**config.mk**
```make
export PLATFORM = sky130hd
export DESIGN_NAME = randomizer_frame_ctrl
export DESIGN_NICKNAME = d
export VERILOG_FILES = /design/src/rtl/randomizer_frame_ctrl.sv
export SDC_FILE = /design/constraint.sdc
export NUM_CORES = 1
export LEC_CHECK = 0
export ABC_AREA = 1
export BUFFER_PORTS_ARGS = -buffer_cell sky130_fd_sc_hd__buf_2
export CAP_MARGIN = 40
export CORE_ASPECT_RATIO = 1.1
export CORE_MARGIN = 3
export CORE_UTILIZATION = 55
export CTS_CLUSTER_DIAMETER = 100
export CTS_CLUSTER_SIZE = 24
export DETAILED_ROUTE_END_ITERATION = 12
export GPL_ROUTABILITY_DRIVEN = 0
export PLACE_DENSITY_LB_ADDON = 0.15
export RECOVER_POWER = 50
export SETUP_SLACK_MARGIN = 0.3
export SLEW_MARGIN = 20
export SYNTH_ARGS = -nofsm -noshare
export SYNTH_HDL_FRONTEND = slang
export SYNTH_SLANG_ARGS = --single-unit
```
**constraint.sdc**
```tcl
create_clock -name i_clk -period 1.87 [get_ports i_clk]
set_clock_uncertainty 0.2 [all_clocks]
set_input_delay 0.187 -clock i_clk [delete_from_list [all_inputs] [get_ports i_clk]]
set_output_delay 0.187 -clock i_clk [all_outputs]
set_load 0.1 [all_outputs]
```
**src/rtl/randomizer_frame_ctrl.sv**
```systemverilog
// Frame sequencer around a 2-bit/step Gold-sequence randomizer core: seeds the core at
// each frame start, passes the header clear and scrambles the payload with valid/ready flow.
//
// state | meaning
// IDLE  | waiting for i_start; symbol counter held at zero
// SEED  | one cycle, o_rnd_reset high so the core restarts from its seed
// HDR   | leading HDR_LEN symbols passed unscrambled
// DATA  | payload symbols XORed with the core output (or passed if bypass latched)
module randomizer_frame_ctrl #(
  parameter int FRAME_LEN = 1024,
  parameter int HDR_LEN   = 32
) (
  input  logic       i_clk,
  input  logic       i_reset,
  input  logic       i_start,
  input  logic       i_bypass,
  input  logic [1:0] i_s_data,
  input  logic       i_s_valid,
  output logic       o_s_ready,
  output logic [1:0] o_m_data,
  output logic       o_m_valid,
  input  logic       i_m_ready,
  output logic       o_m_last,
  output logic       o_busy,
  output logic       o_rnd_reset,
  output logic       o_rnd_en,
  input  logic [1:0] i_rnd
);

  typedef enum logic [1:0] {
    ST_IDLE,
    ST_SEED,
    ST_HDR,
    ST_DATA
  } state_t;

  localparam logic [15:0] LAST_IDX = 16'(FRAME_LEN - 1);
  localparam logic [15:0] HDR_LAST = 16'((HDR_LEN > 0) ? HDR_LEN - 1 : 0);

  state_t      state, state_nxt;
  logic [15:0] cnt;
  logic        bypass_q;
  logic        accept;

  assign o_s_ready = ((state == ST_HDR) || (state == ST_DATA)) && (!o_m_valid || i_m_ready);
  assign accept    = i_s_valid && o_s_ready;
  // The core only steps when a scrambled payload symbol actually moves, so stalls lose nothing.
  assign o_rnd_en  = accept && (state == ST_DATA) && !bypass_q;
  assign o_busy    = (state != ST_IDLE);

  always_ff @(posedge i_clk) begin
    if (i_reset) state <= ST_IDLE;
    else         state <= state_nxt;
  end

  always_comb begin
    state_nxt = state;
    case (state)
      ST_IDLE: if (i_start) state_nxt = ST_SEED;
      ST_SEED: state_nxt = (HDR_LEN > 0) ? ST_HDR : ST_DATA;
      ST_HDR:  if (accept && (cnt == HDR_LAST)) state_nxt = ST_DATA;
      ST_DATA: if (accept && (cnt == LAST_IDX)) state_nxt = ST_IDLE;
      default: state_nxt = ST_IDLE;
    endcase
  end

  always_ff @(posedge i_clk) begin
    if (i_reset) begin
      cnt         <= '0;
      bypass_q    <= 1'b0;
      o_rnd_reset <= 1'b1;
    end else begin
      // High exactly during the SEED cycle that follows a start in IDLE.
      o_rnd_reset <= (state == ST_IDLE) && i_start;
      if (state == ST_IDLE) begin
        cnt <= '0;
        if (i_start) bypass_q <= i_bypass;
      end else if (accept) begin
        cnt <= cnt + 16'd1;
      end
    end
  end

  always_ff @(posedge i_clk) begin
    if (i_reset) begin
      o_m_valid <= 1'b0;
      o_m_data  <= 2'b00;
      o_m_last  <= 1'b0;
    end else if (accept) begin
      o_m_valid <= 1'b1;
      o_m_data  <= ((state == ST_HDR) || bypass_q) ? i_s_data : (i_s_data ^ i_rnd);
      o_m_last  <= (cnt == LAST_IDX);
    end else if (i_m_ready) begin
      o_m_valid <= 1'b0;
    end
  end

endmodule

```
Yosys cells after proc, flatten, opt, wreduce, memory -nomap -nowiden
Index checks and enable logic that the tools add are counted.
Storage, ports and cells
  flip-flop bits (word level): 24
  input port bits: 10
  output and inout bits: 8
  logic and storage cells: 42
Cells by class
  add/sub/neg operators: 1
  equality and inequality tests: 8
  mux-type cells: 7
  bitwise gates (word level): 1
  reductions and logical operators: 18
Operators by type and width (number)
  adder 16 x 1 -> 16 bit (second input constant): 1
  equality test 16 x 10 -> 1 bit (second input constant): 1
  equality test 16 x 5 -> 1 bit (second input constant): 1
  two-way mux 2 bit: 4
  case mux 2 bit (4 select lines): 1
  logical AND 1 bit: 7
  equality test 2 bit (second input constant): 2
  inequality test 2 x 1 -> 1 bit (second input constant): 2
  nonzero test 2 bit: 2
  logical OR 1 bit: 3
  AND reduction 3 bit: 1
  equality test 2 x 1 -> 1 bit (second input constant): 1
  zero test 1 bit: 2
  zero test 2 bit: 1
  two-way mux 1 bit: 2
  inequality test 2 bit (second input constant): 1
  AND reduction 2 bit: 1
  OR reduction 2 bit: 1
  bitwise XOR 2 bit: 1

Logic depth before layout (Yosys ltp)
  word-level depth: 7
  depth in mapped cells: 12
  mapped depth without buffers: 12

Worst setup path before layout
Ideal clock, no wire load.
  path kind: flip-flop to output port
  from: register o_m_valid
  to: output port o_rnd_en
  data arrival time: 3.276 ns
  data required time: 1.483 ns
  path slack: -1.793 ns
  cell stages (with the launch flop): 6
  path buffers: 0
  cell sequence: dfxtp_1 nand2_2 nand2_4 nor2_8 inv_1 nor3_1
On the way
  longest elaborated chain between the ends: 6
RTL lines
  start: declaration: RTL line 21  | output logic o_m_valid,
  start signal: assignment: RTL line 86  | o_m_valid <= 1'b0;
  start signal: assignment: RTL line 90  | o_m_valid <= 1'b1;
  start signal: assignment: RTL line 94  | o_m_valid <= 1'b0;
  zero test 1 bit: RTL line 45  | assign o_s_ready = ((state == ST_HDR) || (state == ST_DATA)) && (!o_m_valid || i_m_ready);
  logical OR 1 bit: RTL line 45
  logical AND 1 bit: RTL line 45
  logical AND 1 bit: RTL line 46  | assign accept = i_s_valid && o_s_ready;
  logical AND 1 bit (2 in series): RTL line 48  | assign o_rnd_en = accept && (state == ST_DATA) && !bypass_q;
  end: declaration: RTL line 26  | output logic o_rnd_en,
Every way passes these cells.

Worst setup path in the final report
  from: register state[0]
  to: output port o_rnd_en
On the way
  longest elaborated chain between the ends: 6
  elaborated cells between the ends (all ways): 7
  those cells by class: 2 x eq/ne; 5 x reduce/logical
RTL lines
  start: declaration: RTL line 40  | state_t state, state_nxt;
  start signal: assignment: RTL line 53  | else state <= state_nxt;
  equality test 2 bit, on equally long branches: RTL line 45, 48
  logical OR 1 bit: RTL line 45
  logical AND 1 bit: RTL line 45
  logical AND 1 bit: RTL line 46
  logical AND 1 bit (*) (2 in series): RTL line 48
Every way passes the cells marked *; elsewhere a longest branch is shown, timed or not.

==> key figures <==
Status
  • Status: finished, violations left
  • Failing checks: negative setup slack

Setup path
  • Kind of critical path: reg -> out
  • Critical path depth: 9
  • Critical-path cell list: inv_2 > ha_4 > inv_2 > nand2_2 > nand2_4 > nor2_8 > inv_4 > nor3_4 > buf_12
  • Crit-path max FO: 2
  • Buf+Inv Stages, Crit Path: 4
  • Crit path largest cell delay: 360 ps
  • Worst setup SP type: flop
  • Worst Path Required: 1480 ps
  • Critical path capture point type: output pin
  • R2R depth: 13
  • Largest delay share family, worst path: simple AND/OR/NAND/NOR gates
  • CP arrival: 1590 ps
  • CP max stage cell: dfxtp_2
  • Crit-path most repeated cell: inv_2

Global route
  • Grt met2 use: 42.4%
  • Number of global-route vias before repair: 1267
  • Routing usage on met1: 30.2%
  • Met3 usage: 2.83%
  • Antenna violations before repair: 0
  • Final global-route overflow total: 0
  • First-pass GRT wire length: 5.50 mm
  • GR peak layer: met2
  • GRT Total Usage: 23.9%
  • Largest net degree at the start of global routing: 14

Power and ir drop
  • Clk pwr share: 11.6%
  • Leakage power: 0.795 nW
  • P_int: 0.00116 W
  • Logic pwr share: 59.7%
  • Net switching power: 0.000965 W
  • Sequential share of power: 28.7%
  • Max VDD drop: 1120 uV
  • Switching share of power: 45.5%
  • PwrDens: 1110 nW/um2

CTS
  • CTS tree: done
  • Worst-path clk slew: 130 ps
  • Worst-skew pair later-pin latency: 320 ps
  • Num CTS Buffers: 3
  • Clock Sinks: 24
  • CTS root buf: clkbuf_4
  • Clock Tree Buf Depth: 2
  • CTS H-Tree Depth: 1

Final layout
  • N_diodes: 0
  • Post-Layout Cell Count: 257
  • Area grow syn2layout: 42.1%
  • Fillers: 129
  • Final Net Count: 242
  • Ratio of cells with drive above 1 in the final layout: 41.4%
  • Final Cell Area: 1900 um2

STA
  • Final Slew Violations: 0
  • Final period util: 105%
  • Peak Freq: 507 MHz
  • Worst slew margin: 64.2%
  • Setup TNS Final: -322 ps
  • Final setup vio count: 5
  • RSZ-0062 raised after global routing: yes
  • Final worst slack: -103 ps
  • Worst-Margin Slew: 539 ps
  • Final hold violation count: 0
  • Min Tclk post-route: 1970 ps

Synthesis
  • Most common cell in the netlist: nand2_1
  • Mapped Cells: 183
  • Synth Area per Inst: 7.32 um2
  • Post-synthesis register bit count: 24
  • Yosys top cell by area: dfxtp_1
  • EDFF count, synth: 0
  • List of most frequent post-synthesis cells: 30 x nand2_1, 29 x inv_1, 24 x dfxtp_1
  • Yosys warning count: 0
  • Synth Net Count: 197
  • Yosys top cell area share: 35.9%
  • Cell area after synthesis: 1340 um2
  • Seq/Total Area, Yosys: 35.9%
  • Ranking of synthesized cells by area: dfxtp_1 36%, nand2_1 8.4%, inv_1 8.1%
  • Yosys cell types: 26
  • Ys flop type: dfxtp_1
  • Ys async rst share: 0%

Die
  • Die Width: 53.0 um
  • Die area: 3060 um2
  • Core Region: 2270 um2
  • Row count: 18
  • IO Count: 18
  • Die Y: 57.7 um
  • Initial Utilization: 58.9%

Routing
  • DR vias/cell: 5.33
  • Vias post-DR: 1369
  • Routed wire per std cell: 15.1 um
  • Iter 0 DRT Violations: 31
  • DR DRC count: 0
  • Antenna-violating nets left: 0
  • 1st-pass router iterations: 4
  • Detailed Route WL: 3.87 mm

Place
  • Dpl cell area: 1570 um2
  • # port buffers: 17
  • Dpl cells: 231
  • Post-DP HPWL: 2.11 mm

Worst hold path
  • Worst Hold Depth: 4
  • Hold Path Class: in -> reg

Run
  • Max Cap Viol: 0
==> logic make-up (layout without fill, tap and decap cells) <==
group                    Yosys count  after routing  share of synthesized area (%)
AO/OA/AOI/OAI                     30             30                           11.4
XOR/XNOR                           5              5                           3.27
adder cells (fa/ha/maj)            4              4                           3.74
buffers and inverters             32             76                           9.53
flip-flops                        24             24                           35.9
AND/OR/NAND/NOR                   88             88                           36.2
==> final cells by class <==
cell class,count,area (um2),area share [%]
Clock buffer,4,26.3,1.38
Inverter,30,129,6.77
Multi-Input combinational cell,127,857,45.0
Sequential cell,24,490,25.8
Tap cell,30,37.5,1.97
Timing Repair Buffer,42,363,19.1
==> cells in the final DEF (no fill, tap or decap), types with 6 or more instances in the layout <==
master,n
dlygate4sd3_1,6
a21oi_1,10
dfxtp_1,20
buf_6,8
o21ai_2,6
buf_4,11
nand3_1,8
nor2_1,20
buf_2,11
o21ai_1,6
a21oi_2,7
nand2_2,6
nand2_1,28
inv_1,21
==> registers in the layout, indices dropped and copies added (netlist names) <==
signal / count
bypass_q: 1
cnt: 16
o_m_data: 2
o_m_last: 1
o_m_valid: 1
o_rnd_reset: 1
state: 2
==> worst register-to-register path, cell delays in order, from the launching register on <==
cell	delay, ps
dfxtp_2	360
inv_2	80
ha_4	140
inv_2	40
nand2_2	80
nand2_4	70
nor2_8	100
buf_4	200
nand2_4	90
nor2_4	160
nand3_2	100
nand2_1	70
inv_1	40
nor2_1	110
==> stage by stage <==
stage               util [%]  total power, W  hold slack (ps)  setup slack (ps)
floorplan                  -         0.00128             46.4              -259
global placement        68.8         0.00147              198               129
detailed placement      68.8         0.00149              202              85.7
CTS                     79.9         0.00199             19.9             -96.2
global route            83.7         0.00222             59.6              -162
finish                  83.7         0.00212             28.4              -103
==> what timing repair did <==
action,CTS,global route
endpoints found under the setup margin,24,25
gates resized for setup,27,16
pin swaps,6,1
gates cloned,1,0
hold endpoints to repair,6,0
hold buffers,6,0
setup buffers,11,4
==> final timing paths <==
check        startpoint           to  slack, ps
max            state[0]     o_rnd_en       -100
max reg2reg    state[0]      cnt[14]        -40
min            i_rnd[0]  o_m_data[0]         30
min reg2reg      cnt[5]       cnt[5]        320
==> power groups by stage <==
stage               Clock [W]  Combinational [W]  Sequential [W]
floorplan                   0           0.000517        0.000762
global placement            0           0.000861        0.000613
detailed placement          0           0.000876        0.000616
CTS                  0.000251            0.00113        0.000604
global route         0.000270            0.00134        0.000612
finish               0.000246            0.00126        0.000609
==> routing by layer <==
layer	routed length [um]	share of wire (%)	up-vias
met3	215	5.6	14
li1	-	-	673
met4	127	3.3	0
met5	0	0	-
met2	2050	53	48
met1	1480	38	634
No activity file was read; power rests on OpenSTA's default activity.
